File: src/rtl/game_pkg.sv
// rtl/game_pkg.sv - tile ids, keycodes, direction and FSM types shared by the knight move logic
package game_pkg;

  localparam logic [7:0] TILE_FLOOR  = 8'd0;
  localparam logic [7:0] TILE_WALL   = 8'd1;
  localparam logic [7:0] TILE_DOOR_Y = 8'd2;
  localparam logic [7:0] TILE_KEY_Y  = 8'd3;
  localparam logic [7:0] TILE_STAIR  = 8'd4;

  localparam logic [12:0] FLOOR_WORD = 13'd0;

  localparam logic [7:0] KC_W = 8'h1A;
  localparam logic [7:0] KC_S = 8'h16;
  localparam logic [7:0] KC_A = 8'h04;
  localparam logic [7:0] KC_D = 8'h07;

  // Encoding matches the drawer's knight direction field
  typedef enum logic [1:0] {UP = 2'd0, DOWN = 2'd1, LEFT = 2'd2, RIGHT = 2'd3} dir_t;

  typedef enum logic [1:0] {IDLE = 2'd0, RD = 2'd1, DECIDE = 2'd2, HOLD = 2'd3} state_t;

  function automatic logic key_valid(input logic [7:0] kc);
    return (kc == KC_W) || (kc == KC_S) || (kc == KC_A) || (kc == KC_D);
  endfunction

  function automatic dir_t key_dir(input logic [7:0] kc);
    case (kc)
      KC_W:    return UP;
      KC_S:    return DOWN;
      KC_A:    return LEFT;
      default: return RIGHT;
    endcase
  endfunction

endpackage

File: src/rtl/key_repeat_timer.sv
// rtl/key_repeat_timer.sv - counts frame ticks while a key is held and fires every REPEAT_FRAMES
module key_repeat_timer #(
  parameter int REPEAT_FRAMES = 8
) (
  input  logic clk,
  input  logic reset,
  input  logic clear,
  input  logic enable,
  input  logic tick,
  output logic repeat_fire
);
  localparam int CW = $clog2(REPEAT_FRAMES + 1);

  logic [CW-1:0] count;

  // Fires on the tick that completes the period, so the counter restarts from zero
  assign repeat_fire = enable && tick && (count == CW'(REPEAT_FRAMES - 1));

  always_ff @(posedge clk) begin
    if (reset || clear || repeat_fire) begin
      count <= '0;
    end else if (enable && tick) begin
      count <= count + 1'b1;
    end
  end

endmodule

File: src/rtl/knight_move_controller.sv
// rtl/knight_move_controller.sv - keycode to knight move FSM with map lookup and door/key updates
module knight_move_controller
  import game_pkg::*;
#(
  parameter int MAP_DIM       = 11,
  parameter int START_X       = 5,
  parameter int START_Y       = 10,
  parameter int REPEAT_FRAMES = 8,
  parameter int KEY_MAX       = 15
) (
  input  logic        CLK,
  input  logic        RESET_H,
  input  logic        FRAME_TICK,
  input  logic [7:0]  Keycode,
  output logic [3:0]  MapRdX,
  output logic [3:0]  MapRdY,
  input  logic [12:0] MapRdData,
  output logic        MapWrEn,
  output logic [3:0]  MapWrX,
  output logic [3:0]  MapWrY,
  output logic [12:0] MapWrData,
  output logic [3:0]  KnightX,
  output logic [3:0]  KnightY,
  output logic [3:0]  KeyCount,
  output logic        StairPulse
);
  localparam logic signed [4:0] DIM_S = 5'(MAP_DIM);

  state_t            state;
  logic [7:0]        key_q;
  logic signed [4:0] tgt_x;
  logic signed [4:0] tgt_y;
  logic              in_bounds;
  logic              key_ok;
  logic              same_key;
  logic              repeat_fire;
  logic              unused_tile_hi;

  assign key_ok         = key_valid(Keycode);
  assign same_key       = (Keycode == key_q);
  assign unused_tile_hi = ^MapRdData[12:8];

  // Signed so that stepping off the top/left edge shows up as a negative target
  always_comb begin
    tgt_x = $signed({1'b0, KnightX});
    tgt_y = $signed({1'b0, KnightY});
    case (key_dir(Keycode))
      UP:    tgt_y = tgt_y - 5'sd1;
      DOWN:  tgt_y = tgt_y + 5'sd1;
      LEFT:  tgt_x = tgt_x - 5'sd1;
      RIGHT: tgt_x = tgt_x + 5'sd1;
    endcase
  end

  assign in_bounds = (tgt_x >= 5'sd0) && (tgt_x < DIM_S) &&
                     (tgt_y >= 5'sd0) && (tgt_y < DIM_S);

  key_repeat_timer #(
    .REPEAT_FRAMES(REPEAT_FRAMES)
  ) u_repeat (
    .clk        (CLK),
    .reset      (RESET_H),
    .clear      (state != HOLD),
    .enable     ((state == HOLD) && same_key),
    .tick       (FRAME_TICK),
    .repeat_fire(repeat_fire)
  );

  always_ff @(posedge CLK) begin
    if (RESET_H) begin
      state      <= IDLE;
      key_q      <= 8'h00;
      KnightX    <= 4'(START_X);
      KnightY    <= 4'(START_Y);
      KeyCount   <= 4'd0;
      MapRdX     <= 4'd0;
      MapRdY     <= 4'd0;
      MapWrEn    <= 1'b0;
      MapWrX     <= 4'd0;
      MapWrY     <= 4'd0;
      MapWrData  <= 13'd0;
      StairPulse <= 1'b0;
    end else begin
      MapWrEn    <= 1'b0;
      StairPulse <= 1'b0;
      case (state)
        IDLE: begin
          if (key_ok) begin
            key_q <= Keycode;
            if (in_bounds) begin
              MapRdX <= tgt_x[3:0];
              MapRdY <= tgt_y[3:0];
              state  <= RD;
            end else begin
              state <= HOLD;
            end
          end
        end
        RD: state <= DECIDE;
        DECIDE: begin
          // MapRdX/Y still hold the target tile for the whole decision
          case (MapRdData[7:0])
            TILE_FLOOR: begin
              KnightX <= MapRdX;
              KnightY <= MapRdY;
            end
            TILE_DOOR_Y: begin
              if (KeyCount != 4'd0) begin
                MapWrEn   <= 1'b1;
                MapWrX    <= MapRdX;
                MapWrY    <= MapRdY;
                MapWrData <= FLOOR_WORD;
                KeyCount  <= KeyCount - 4'd1;
              end
            end
            TILE_KEY_Y: begin
              MapWrEn   <= 1'b1;
              MapWrX    <= MapRdX;
              MapWrY    <= MapRdY;
              MapWrData <= FLOOR_WORD;
              if (KeyCount != 4'(KEY_MAX)) KeyCount <= KeyCount + 4'd1;
              KnightX   <= MapRdX;
              KnightY   <= MapRdY;
            end
            TILE_STAIR: StairPulse <= 1'b1;
            default: ;
          endcase
          state <= HOLD;
        end
        HOLD: begin
          if ((Keycode == 8'h00) || (key_ok && !same_key) || repeat_fire) state <= IDLE;
        end
        default: state <= IDLE;
      endcase
    end
  end

endmodule

File: config.mk
export PLATFORM = sky130hd
export DESIGN_NAME = knight_move_controller
export DESIGN_NICKNAME = d
export VERILOG_FILES = /design/src/rtl/game_pkg.sv /design/src/rtl/key_repeat_timer.sv /design/src/rtl/knight_move_controller.sv
export SDC_FILE = /design/constraint.sdc
export NUM_CORES = 1
export LEC_CHECK = 0
export ABC_CLOCK_PERIOD_IN_PS = 4400
export BUFFER_PORTS_ARGS = -buffer_cell sky130_fd_sc_hd__buf_2
export CORE_UTILIZATION = 48
export DETAILED_ROUTE_END_ITERATION = 12
export GPL_TIMING_DRIVEN = 0
export PLACE_DENSITY = 0.71
export SYNTH_ARGS = -nofsm -noshare
export SYNTH_HDL_FRONTEND = slang
export SYNTH_SLANG_ARGS = --single-unit
File: constraint.sdc
create_clock -name CLK -period 4.4 [get_ports CLK]
set_input_delay 0.66 -clock CLK [delete_from_list [all_inputs] [get_ports CLK]]
set_output_delay 0.66 -clock CLK [all_outputs]
set_load 0.01 [all_outputs]
# [Yosys cells after proc, flatten, opt, wreduce, memory -nomap -nowiden]
# Index checks and enable logic that the tools add are counted.
# W data, S select, Z words.
[totals] reg_bits=57 latch_bits=0 ramBits=0 romBits=0 input_bits=24 out_inout_bits=43 word_cells=94 n_memories=0
[op_classes] addsub=7 multipliers=0 div=0 magnitude_cmp=4 eq_ne=21 shift=0 mux=19 n_bitwise=1 reduce_logical=29
[op_table] cell="$pmux W13 S2" n=1
[op_table] cell="$eq A8 B3 Y1 const B" n=3
[op_table] cell="$pmux W4 S2" n=3
[op_table] cell="$pmux W5 S2" n=2
[op_table] cell="$eq A8 B2 Y1 const B" n=2
[op_table] cell="$eq A8 B5 Y1 const B" n=2
[op_table] cell="$logic_not A8 Y1" n=2
[op_table] cell="$mux W4" n=4
[op_table] cell="$mux W13" n=1
[op_table] cell="$add A4 B1 Y5 const B" n=2
[op_table] cell="$ge A5 B1 Y1 const B" n=2
[op_table] cell="$lt A5 B5 Y1 const B" n=2
[op_table] cell="$sub A4 B1 Y5 const B" n=2
[op_table] cell="$add A4 B1 Y4 const B" n=2
[op_table] cell="$eq A2 B2 Y1 const B" n=4
[op_table] cell="$eq A8 B8 Y1" n=1
[op_table] cell="$ne A2 B2 Y1 const B" n=4
[op_table] cell="$pmux W2 S4" n=1
[op_table] cell="$logic_and A1 B1 Y1" n=7
[op_table] cell="$logic_or A1 B1 Y1" n=7
[op_table] cell="$mux W2" n=3
[op_table] cell="$pmux W2 S3" n=1
[op_table] cell="$reduce_and A2 Y1" n=3
[op_table] cell="$reduce_and A3 Y1" n=2
[op_table] cell="14 further kinds" n=18

# [Depth between registers and ports, before layout]
# Gate-level depths: netlist of the first run.
[logic_depth] depth_word=11 depth_mapped=17 depth_no_buf=16

# [By module]
# A second synthesis of the first run with hierarchy kept.
[unflattened] hier_cells=311 hier_area_um2=2645.0
[by_module_without_submodules] mod="knight_move_controller" n_inst=1 cells_each=289 area_each_um2=2457.4 seq_area_each_um2=800.8
[by_module_without_submodules] mod="key_repeat_timer" n_inst=1 cells_each=22 area_each_um2=187.7 seq_area_each_um2=80.1

# [Worst setup path after synthesis of the first run]
# Ideal clock, no wire load.
[synth_timing] kind="input port to flip-flop" startpoint="input Keycode[3]" endpoint="register MapRdX[2]" setup_time_ps=132 t_arrival_ps=3732 t_required_ps=4268 setup_slack_ps=536 path_stages=17 n_path_buf=1 cell_sequence="clkbuf_1 -> or3_1 -> o22ai_1 -> and2_1 -> inv_1 -> fa_1 -> nor2b_1 -> o21ai_1 -> nand2b_1 -> mux2_2 -> a21oi_1 -> a21boi_1 -> ha_1 -> o21ai_2 -> a31o_1 -> nor4_1 -> nor3_1"
[synth_via] elab_chain_len=9
[synth_rtl] item="start: declaration" line="knight_move_controller.sv:14" rtl="input logic [7:0] Keycode,"
[synth_rtl] item="$eq A8 B3 Y1 or $eq A8 B5 Y1 (tied branches)" line="game_pkg.sv:23, game_pkg.sv:27"
[synth_rtl] item="$pmux W2 S3" line="game_pkg.sv:27" rtl="case (kc)"
[synth_rtl] item="$eq A2 B2 Y1" line="knight_move_controller.sv:47" rtl="case (key_dir(Keycode))"
[synth_rtl] item="$pmux W5 S2" line="knight_move_controller.sv:47"
[synth_rtl] item="$ge A5 B1 Y1 or $lt A5 B5 Y1 (tied branches)" line="knight_move_controller.sv:55" rtl="assign in_bounds = (tgt_x >= 5'sd0) && (tgt_x < DIM_S) &&"
[synth_rtl] item="$logic_and A1 B1 Y1 (2 in a row)" line="knight_move_controller.sv:55"
[synth_rtl] item="$logic_and A1 B1 Y1" line="knight_move_controller.sv:56" rtl="(tgt_y >= 5'sd0) && (tgt_y < DIM_S);"
[synth_rtl] item="$reduce_and A3 Y1 (no line)"
[synth_rtl] item="end signal: assignment" line="knight_move_controller.sv:91" rtl="MapRdX <= tgt_x[3:0];"
[synth_rtl] item="end: declaration" line="knight_move_controller.sv:15" rtl="output logic [3:0] MapRdX,"
# Several ways; a longest one is shown, not always the timed one.
# A chain may end at the register's enable or synchronous reset.

# [Worst setup path in the final report of the first run]
[layout_timing] startpoint="input Keycode[3]" endpoint="register MapRdY[2]"
[layout_via] elab_chain_len=9
[layout_rtl] item="$eq A8 B3 Y1 or $eq A8 B5 Y1 (tied branches)" line="game_pkg.sv:23, game_pkg.sv:27"
[layout_rtl] item="$pmux W2 S3" line="game_pkg.sv:27"
[layout_rtl] item="$eq A2 B2 Y1" line="knight_move_controller.sv:47"
[layout_rtl] item="$pmux W5 S2" line="knight_move_controller.sv:47"
[layout_rtl] item="$ge A5 B1 Y1 or $lt A5 B5 Y1 (tied branches)" line="knight_move_controller.sv:55"
[layout_rtl] item="$logic_and A1 B1 Y1 (2 in a row)" line="knight_move_controller.sv:55"
[layout_rtl] item="$logic_and A1 B1 Y1" line="knight_move_controller.sv:56"
[layout_rtl] item="$reduce_and A3 Y1 (no line)"
[layout_rtl] item="end signal: assignment" line="knight_move_controller.sv:92" rtl="MapRdY <= tgt_y[3:0];"
[layout_rtl] item="end: declaration" line="knight_move_controller.sv:16" rtl="output logic [3:0] MapRdY,"
# Several ways; a longest one is shown, not always the timed one.

==> results of run 1 <==
## flip-flops by register name (all words and copies together) (netlist names)
| register | flops |
|---|---|
| MapRdY | 4 |
| u_repeat.count | 4 |
| StairPulse | 1 |
| KnightY | 4 |
| MapWrEn | 1 |
| state | 2 |
| MapRdX | 4 |
| MapWrY | 4 |
| key_q | 8 |
| KnightX | 4 |
| KeyCount | 4 |
| MapWrX | 4 |
## placed cells by master, fill, tap and decap left out, types with 3 or more instances in the layout
master	n
buf_2	49
dfxtp_1	44
nor2_1	39
nand2_1	19
a21oi_1	19
mux2i_1	19
ha_1	15
inv_1	13
buf_4	13
conb_1	13
xor2_1	12
clkbuf_1	10
xnor2_1	8
nand2b_1	7
a211oi_1	7
nor4_1	6
nor3_1	6
clkbuf_8	6
nand4_1	5
and2_1	5
a31oi_1	5
a211o_1	5
nor2b_1	4
o21ai_0	4
o31ai_1	4
or3_1	3
o21ai_1	3
a21o_1	3
fa_1	3
## power by group through the flow
| stage | registers (mW) | logic [mW] | clock network [mW] |
|---|---|---|---|
| CTS | 0.413 | 0.122 | 0.262 |
| global route | 0.414 | 0.140 | 0.277 |
| finish | 0.413 | 0.123 | 0.261 |
| floorplan | 0.421 | 0.0918 | 0 |
| global placement | 0.422 | 0.119 | 0 |
| detailed placement | 0.422 | 0.120 | 0 |
## synthesized netlist by cell type (6+ instances only)
| library cell | count | area share |
|---|---|---|
| nor4_1 | 6 | 0.014 |
| a211oi_1 | 7 | 0.019 |
| nor2_1 | 39 | 0.054 |
| ha_1 | 15 | 0.069 |
| clkbuf_1 | 8 | 0.011 |
| a21oi_1 | 19 | 0.035 |
| xnor2_1 | 8 | 0.026 |
| dfxtp_1 | 44 | 0.33 |
| buf_4 | 13 | 0.036 |
| nor3_1 | 6 | 0.011 |
| nand2b_1 | 7 | 0.016 |
| mux2i_1 | 19 | 0.070 |
| inv_1 | 13 | 0.018 |
| xor2_1 | 12 | 0.039 |
| nand2_1 | 19 | 0.026 |
## worst paths after layout
kind,start,to,slack [ps],depth (start not counted)
worst max-delay path,Keycode[3],MapRdY[2]$_SDFFE_PP0P_,320,17
worst min-delay path,key_q[1]$_SDFFE_PP0P_,key_q[1]$_SDFFE_PP0P_,480,2
worst max register to register,KnightX[0]$_SDFFE_PP1P_,MapRdY[2]$_SDFFE_PP0P_,1270,13
worst min register to register,key_q[1]$_SDFFE_PP0P_,key_q[1]$_SDFFE_PP0P_,480,2
## critical path, delay by kind of cell
kind                     cells  cell delay (ps)
buffers and inverters        2              290
adder cells (fa/ha/maj)      2              580
AO/OA/AOI/OAI                8             1430
multiplexers                 1              330
AND/OR/NAND/NOR              4              960
## through the flow
stage          setup slack, ps  cells  power, mW  hold slack, ps  area [sq um]
2_1_floorplan            536.4    326     0.5127           448.1          2750
3_3_place_gp             111.4    441     0.5404           454.4          3063
3_5_place_dp             103.5    441     0.5418           462.7          3063
4_1_cts                  374.3    449     0.7966           473.4          3153
5_1_grt                  135.6    449     0.8314           499.0          3153
6_report                 322.3    449     0.7963           479.0          3153
## metal layers
layer  GRT usage  share of wire  vias to the layer above
met4     0.07170          0.017                        0
met3     0.04048          0.049                       13
met2      0.3411           0.46                       81
met5           0              0                        -
li1            -              -                     1198
met1      0.2632           0.47                     1106
## kinds of logic (layout without fill, tap and decap cells)
kind of cell / count (synthesis) / count (layout) / share of synthesized area
compound gates: 60 / 60 / 0.1499
xor+xnor: 20 / 20 / 0.06476
fa+ha+maj: 18 / 18 / 0.09158
buf+inv: 42 / 95 / 0.08418
flops: 44 / 44 / 0.3256
mux: 20 / 20 / 0.07447
other cells: 1 / 13 / 0.001386
simple gates: 109 / 109 / 0.2082
## layout make-up
cell class / count / area [sq um] / share of cell area
sequential: 44 / 880.8 / 0.2794
buffer: 28 / 175.2 / 0.05556
timing repair buffer: 45 / 225.2 / 0.07143
multi-input combinational: 240 / 1642 / 0.5206
tap: 70 / 87.58 / 0.02778
inverter: 14 / 52.55 / 0.01667
clock buffer: 8 / 90.09 / 0.02857
==> out/results.ini, run 1 <==
[pwr]
peakVddDrop_mv = 0.2229
power.share.sequential = 0.518
power.share.switching = 0.2639
power.static_leakage_nw = 1.376
power_frac_clock = 0.328
intPower_uw = 586.2
power.combinational.fraction = 0.154
power-per-cell-area_nw_per_um2 = 252.6
power.net_switching_uw = 210.2

[finish]
nets = 420
drive_above_1_share = 0.2111
finish.utilization = 0.5983
n_antenna_cell = 0
syn2layout_area_growth_pct = 16.56
fillers = 485

[worst_setup_path]
timing_worst_setup_path_type = primary input to flip-flop
critical-path-max-stage-delay_ps = 470
crit_required_ps = 4590
path_cells = clkbuf_1 -> or3_1 -> o22ai_1 -> and2_1 -> inv_1 -> fa_1 -> nor2b_1 -> o21ai_1 -> nand2b_1 -> mux2_2 -> a21oi_1 -> a21boi_1 -> ha_1 -> o21ai_2 -> a31oi_4 -> a31oi_1 -> a211oi_1
crit_arrival_ps = 4270
kind_of_launch_point_of_the_worst_setup_path = primary input
critical_path_peak_fanout = 10
critical_path.slowest_cell = or3_1
cp_capture_type = flip-flop

[clock_network]
max_root_sink_buffers = 2
cts_resized = 0
clk_root_buffer_cell = clkbuf_8
cts.htree.levels = 2
cts_made_buffers = 5
clkSlewWorstSetupHoldPaths_ps = 80
postCtsSetupBuffers = 0
clock_insertion_delay_worst_skew_ps = 300
cts_tree = done
tritoncts_num_sinks = 44
cts_hold_buf = 0

[placed_design]
hpwl_microns = 4513
buffer_ports.inserted = 45
gpl_congestion = 0.8430

[timing]
timing_max_transition_violations_final = 0
slew_headroom = 0.5141
fin_tns_setup_ps = 0
layout_min_cycle_time_ps = 4078
tightest_slew_ps = 723.3
fin_worst_skew_ps = 4.100
clock.fmax_ghz = 0.2452
setup_violations = 0
final.period_utilization = 0.9267
unrepaired_setup_endpoints_after_global_routing = false
hold_viol = 0

[outcome]
run_status = finished, final reports clean

[global_route]
grt_first_pass_wirelength_microns = 9742
gr-usage-all-layers = 0.2051
antenna_found_initial = 0
globalRoute.totalOverflow = 0
via_count_of_the_first_global_routing_pass = 2123
pin_count_of_the_biggest_net_entering_global_routing = 13

[drt]
vias_per_cell = 5.341
dr.first_iter.drc_count = 104
antenna_violating_nets_post_route = 0
routed_wirelength_microns = 5912
drt-wirelength-per-cell_microns = 13.17
drc_errors = 0
detailedRoute.firstPassIterationCount = 4
routed-via-count = 2398

[synthesis]
post_synth_inst_count = 314
edff_count_synth = 0
synth_sequential_area_ratio = 0.3256
fraction_of_synthesis_flops_using_an_asynchronous_set_or_reset_pin = 0
synth_area_per_cell_sq_um = 8.615
synth.ff_latch_count = 44
syn-cell-area_sq_um = 2705
synth-main-ff-cell = dfxtp_1
ys_warn_count = 0
yosysUniqueCellTypes = 56

[die]
io_pins = 67
floorplan.die.width_microns = 77.07
die_height_microns = 77.07
core_area_sq_um = 5270
effective_utilization_at_floorplan = 0.5133
dieArea_sq_um = 5940
std_cell_rows = 26

[worst_hold_path]
worst_hold_path_type = flip-flop to flip-flop

[flow_run]
drv.max_cap_violation_count = 0

No activity file was read; power rests on OpenSTA's default activity.
==> run 2, diff against run 1 <==
--- a/config.mk
+++ b/config.mk
@@ -13,4 +13,5 @@
 export PLACE_DENSITY = 0.71
 export SYNTH_ARGS = -nofsm -noshare
 export SYNTH_HDL_FRONTEND = slang
+export SYNTH_HIERARCHICAL = 1
 export SYNTH_SLANG_ARGS = --single-unit
==> constraint.sdc (replaced) <==
create_clock -name CLK -period 4.4 [get_ports CLK]
set_input_delay 0.44 -clock CLK [delete_from_list [all_inputs] [get_ports CLK]]
set_output_delay 0.44 -clock CLK [all_outputs]
set_load 0.01 [all_outputs]
==> out/results.ini, run 2 <==
[die]
std_cell_rows = 26
dieArea_sq_um = 5811
die_height_microns = 76.23
effective_utilization_at_floorplan = 0.5082
io_pins = 67
floorplan.die.width_microns = 76.23
core_area_sq_um = 5205

[finish]
syn2layout_area_growth_pct = 18.12
layout.cells.most_common_list = buf_2, dfxtp_1, nor2_1
nets = 416
drive_above_1_share = 0.2181
max_flop_register = key_q
fillers = 516
leading_cell_type_in_the_layout_fill_and_taps_excluded = buf_2
multi_input_area_sq_um = 1593
n_antenna_cell = 0
largest_register_ff_count = 8
register_area_sq_um = 880.8

[clock_network]
cts.htree.levels = 2
cts_resized = 0
clk_root_buffer_cell = clkbuf_8
tritoncts_num_sinks = 44
cts_tree = done
clock_insertion_delay_worst_skew_ps = 300
postCtsSetupBuffers = 0
cts_hold_buf = 0
clkSlewWorstSetupHoldPaths_ps = 90
max_root_sink_buffers = 2
cts_made_buffers = 5

[synthesis]
synth.top_cells.by_area = dfxtp_1, mux2i_1, ha_1
synth-main-ff-cell = dfxtp_1
synth_area_per_cell_sq_um = 8.505
fraction_of_synthesis_flops_using_an_asynchronous_set_or_reset_pin = 0
ys_warn_count = 6
synth_largest_area_cell = dfxtp_1
synth_top_cells_by_count = dfxtp_1, nor2_1, nand2_1
synth.ff_latch_count = 44
post_synth_inst_count = 311
synth_top_area_share = 0.3330
yosys.cell_count.top_type = dfxtp_1
syn-cell-area_sq_um = 2645
edff_count_synth = 0
yosysUniqueCellTypes = 50
synth_sequential_area_ratio = 0.3330

[timing]
timing_max_transition_violations_final = 0
unrepaired_setup_endpoints_after_global_routing = false
fin_tns_setup_ps = 0
clock.fmax_ghz = 0.2838
fin_worst_skew_ps = 7.542
final.period_utilization = 0.8007
layout_min_cycle_time_ps = 3523
slew_headroom = 0.5879
hold_viol = 0
setup_violations = 0
tightest_slew_ps = 618.2

[flow_run]
drv.max_cap_violation_count = 0

[worst_setup_path]
crit_arrival_ps = 3700
kind_of_launch_point_of_the_worst_setup_path = primary input
path_cells = buf_2 -> or4_1 -> buf_2 -> nor2_1 -> inv_1 -> fa_1 -> nor2b_1 -> o21ai_0 -> nand2b_1 -> mux2i_1 -> a22oi_1 -> nor2b_1 -> ha_1 -> o221ai_1 -> nor3_2 -> a311oi_1
critical_path.slowest_cell = or4_1
timing_worst_setup_path_type = primary input to flip-flop
critical_path_peak_fanout = 5
critical-path-max-stage-delay_ps = 500
crit_required_ps = 4580
cp_capture_type = flip-flop

[drt]
antenna_violating_nets_post_route = 0
routed-via-count = 2349
drt-wirelength-per-cell_microns = 13.48
drc_errors = 0
detailedRoute.firstPassIterationCount = 4
dr.first_iter.drc_count = 113
routed_wirelength_microns = 6014
vias_per_cell = 5.267

[placed_design]
hpwl_microns = 4472
buffer_ports.inserted = 45
gpl_congestion = 0.8556

[pwr]
peakVddDrop_mv = 0.1931
finalPower_uw = 858.7
power-per-cell-area_nw_per_um2 = 274.8
power.static_leakage_nw = 1.436

[global_route]
pin_count_of_the_biggest_net_entering_global_routing = 15
globalRoute.totalOverflow = 0
via_count_of_the_first_global_routing_pass = 2237
gr-usage-all-layers = 0.2186
antenna_found_initial = 0
grt_first_pass_wirelength_microns = 10270

[worst_hold_path]
worst_hold_path_type = primary input to flip-flop

[outcome]
run_status = finished, final reports clean

-- run 2: cell count changes after synthesis, sizes merged, moves of 4 or more --
cell and delta:
nand2 +12, nor2 -8, nand3 +6, a211o -5, a311oi +4, and3 +4
-- run 2: cell type report --
cell class                 instances  share of cell area
sequential                        44              0.2819
clock buffer                       6             0.02643
buffer                            27             0.05487
clock inverter                     2             0.01241
tap                               70             0.02803
timing repair buffer              45             0.07209
multi-input combinational        240              0.5098
inverter                          12             0.01442
-- run 2: metal layers --
| metal | up-vias | wire [microns] | global-route usage |
|---|---|---|---|
| met3 | 13 | 266 | 0.04431 |
| met1 | 1088 | 2743 | 0.2637 |
| met5 | - | 0 | 0 |
| li1 | 1189 | - | - |
| met2 | 59 | 2855 | 0.3721 |
| met4 | 0 | 148 | 0.1000 |
-- run 2: final timing paths --
path | from | endpoint | slack (ps) | depth (start not counted)
setup / recovery | Keycode[7] | MapRdX[3]$_SDFFE_PP0P_ | 880 | 16
hold / removal | RESET_H | u_repeat/count[2]$_SDFFE_PP0P_ | 320 | 2
setup reg to reg | KnightX[0]$_SDFFE_PP1P_ | MapRdX[3]$_SDFFE_PP0P_ | 1530 | 12
hold reg to reg | key_q[0]$_SDFFE_PP0P_ | key_q[0]$_SDFFE_PP0P_ | 470 | 2
-- run 2: where the power goes --
part           internal, mW  switching [mW]
Clock                 0.186           0.145
Combinational        0.0475          0.0680
Sequential            0.406         0.00630
-- run 2: kinds of logic after synthesis --
| kind of cell | Yosys count | share of synthesized area |
|---|---|---|
| AO/OA/AOI/OAI | 56 | 0.1381 |
| XOR/XNOR | 21 | 0.06954 |
| adder cells (fa/ha/maj) | 17 | 0.08893 |
| buffers and inverters | 39 | 0.08183 |
| flip-flops | 44 | 0.3330 |
| multiplexers | 19 | 0.07190 |
| other | 1 | 0.001418 |
| AND/OR/NAND/NOR | 114 | 0.2152 |
-- run 2: stage by stage --
step	util	instances	setup slack (ps)	instance area [sq um]	hold WS, ps
after global routing	0.6002	446	477.5	3124	308.4
after floorplan	-	323	891.6	2690	448.1
after global placement	0.5769	438	605.8	3003	455.1
after CTS	0.6002	446	894.2	3124	317.3
after detailed placement	0.5769	438	580.8	3003	459.0
final	0.6002	446	876.8	3124	321.5
-- run 2: worst max-delay path: cells and delay by family --
| family | cells | cell delay [ps] |
|---|---|---|
| and+or+nand+nor | 6 | 1530 |
| AOI/OAI and AO/OA | 4 | 680 |
| adders and majority gates | 2 | 580 |
| buffers and inverters | 3 | 400 |
| muxes | 1 | 80 |
==> run 3, diff against run 2 <==
--- a/config.mk
+++ b/config.mk
@@ -5,7 +5,7 @@
 export SDC_FILE = /design/constraint.sdc
 export NUM_CORES = 1
 export LEC_CHECK = 0
-export ABC_CLOCK_PERIOD_IN_PS = 4400
+export ABC_CLOCK_PERIOD_IN_PS = 3600
 export BUFFER_PORTS_ARGS = -buffer_cell sky130_fd_sc_hd__buf_2
 export CORE_UTILIZATION = 48
 export DETAILED_ROUTE_END_ITERATION = 12
==> constraint.sdc (replaced) <==
create_clock -name CLK -period 3.6 [get_ports CLK]
set_input_delay 0.36 -clock CLK [delete_from_list [all_inputs] [get_ports CLK]]
set_output_delay 0.36 -clock CLK [all_outputs]
set_load 0.01 [all_outputs]
==> out/results.ini, run 3 (synthesis gave the netlist of run 2 again) <==
[timing]
clock.fmax_ghz = 0.3033
setup_violations = 0
fin_worst_skew_ps = 7.530
timing_max_transition_violations_final = 0
final.period_utilization = 0.9158
slew_headroom = 0.5879
unrepaired_setup_endpoints_after_global_routing = false
whs_ps = 242.3
layout_min_cycle_time_ps = 3297
fin_tns_setup_ps = 0
tightest_slew_ps = 612.5
hold_viol = 0

[clock_network]
max_root_sink_buffers = 2
cts.htree.levels = 2
cts_tree = done
tritoncts_num_sinks = 44
cts_made_buffers = 5
clkSlewWorstSetupHoldPaths_ps = 80
clock_insertion_delay_worst_skew_ps = 300
clk_root_buffer_cell = clkbuf_8

[die]
dieArea_sq_um = 5811
core_area_sq_um = 5205
io_pins = 67
std_cell_rows = 26
effective_utilization_at_floorplan = 0.5082
floorplan.die.width_microns = 76.23
die_height_microns = 76.23

[worst_setup_path]
crit_required_ps = 3840
worstRegToRegCells = 13
timing_worst_setup_path_type = primary input to flip-flop
crit-reg2reg-launch = KnightX[0]$_SDFFE_PP1P_
path_cells = buf_2 -> or4_1 -> buf_2 -> nor2_4 -> inv_1 -> fa_1 -> nor2b_1 -> o21ai_0 -> nand2b_1 -> mux2i_1 -> a22oi_1 -> nor2b_1 -> ha_1 -> o221a_2 -> buf_6 -> a311o_2 -> o21ai_0
critical-path-max-stage-delay_ps = 500
crit_reg_reg_endpoint = state[1]$_SDFFE_PP0P_
critical_path.slowest_cell = or4_1
cp_capture_type = flip-flop
crit_arrival_ps = 3530
cp_top_family = simple AND/OR/NAND/NOR gates
critPathBufInv = 4
kind_of_launch_point_of_the_worst_setup_path = primary input
reg2reg_slack_ps = 730
critical_path_peak_fanout = 9

[pwr]
power-per-cell-area_nw_per_um2 = 333.9
peakVddDrop_mv = 0.2367
power.static_leakage_nw = 1.447

[placed_design]
hpwl_microns = 4472
buffer_ports.inserted = 45
dpl.cell_count = 438
gpl_congestion = 0.8556

[drt]
drc_errors = 0
antenna_violating_nets_post_route = 0
routed-via-count = 2339
drt-wirelength-per-cell_microns = 13.68
dr.first_iter.drc_count = 127
vias_per_cell = 5.244
detailedRoute.firstPassIterationCount = 4
routed_wirelength_microns = 6103

[global_route]
antenna_found_initial = 0
gr-usage-all-layers = 0.2186
via_count_of_the_first_global_routing_pass = 2237
pin_count_of_the_biggest_net_entering_global_routing = 15
globalRoute.totalOverflow = 0
grt_first_pass_wirelength_microns = 10270

[finish]
leading_cell_type_in_the_layout_fill_and_taps_excluded = buf_2
nets = 416
largest_register_ff_count = 8
n_antenna_cell = 0
syn2layout_area_growth_pct = 19.16
layout.cells.most_common_list = buf_2, dfxtp_1, nor2_1
drive_above_1_share = 0.2287
max_flop_register = key_q
fillers = 511
count_of_non_filler_cells_in_the_finished_layout = 446

[worst_hold_path]
worst_hold_path_type = primary input to flip-flop
hold_end = u_repeat/count[2]$_SDFFE_PP0P_
hold_start = RESET_H
whs_path_depth = 2

[outcome]
run_status = finished, final reports clean

[flow_run]
drv.max_cap_violation_count = 0

run 3: cell count changes in the layout (fill, tap and decap cells not counted):
cell / change
a221oi_2: +1
nor2_4: +1
xnor2_1: -1
o221ai_2: +1
o221ai_1: -1
xnor2_2: +1
a221oi_1: -1
nor2_1: -1
run 3: metrics by stage:
step | utilization | total power, mW | setup WS, ps | instance area [sq um]
finish | 0.6055 | 1.052 | 303.0 | 3152
global placement | 0.5769 | 0.6528 | -114.2 | 3003
CTS | 0.6002 | 1.059 | 174.2 | 3124
detailed placement | 0.5769 | 0.6553 | -139.2 | 3003
floorplan | - | 0.6176 | 171.6 | 2690
global route | 0.6055 | 1.110 | 11.26 | 3152
run 3: final cells by class:
cell class,instances,area [sq um],share of cell area
timing repair buffer,45,225.2,0.07146
clock buffer,6,82.58,0.02620
tap,70,87.58,0.02779
multi-input combinational,240,1620,0.5141
clock inverter,2,38.79,0.01231
sequential,44,880.8,0.2795
inverter,12,45.04,0.01429
buffer,27,171.4,0.05439
run 3: repair_timing:
item                       in CTS  in global routing
setup buffers                   0                  0
hold endpoints to repair        0                  0
setup endpoints to repair       0                  9
hold buffers                    0                  0
gates resized for setup         0                  5
run 3: worst max path at each step:
stage                           from                     end  slack, ps  depth (start not counted)
after floorplan           Keycode[0]   state[1]$_SDFFE_PP0P_        170                         17
after global placement    Keycode[7]  MapRdX[3]$_SDFFE_PP0P_       -110                         16
after detailed placement  Keycode[7]  MapRdY[2]$_SDFFE_PP0P_       -140                         16
after CTS                 Keycode[7]   state[1]$_SDFFE_PP0P_        170                         16
after global routing      Keycode[7]  MapRdY[2]$_SDFFE_PP0P_         10                         16
final                     Keycode[7]   state[1]$_SDFFE_PP0P_        300                         17
run 3: power breakdown:
part	switching (mW)	internal, mW
sequential	0.00774	0.496
clock	0.177	0.227
combinational	0.0849	0.0590
run 3: metal layers:
metal / track usage / vias to the layer above / share of wire
met5: 0 / - / 0
met4: 0.1000 / 0 / 0.025
met3: 0.04431 / 14 / 0.045
met2: 0.3721 / 63 / 0.47
met1: 0.2637 / 1076 / 0.46
li1: - / 1186 / -
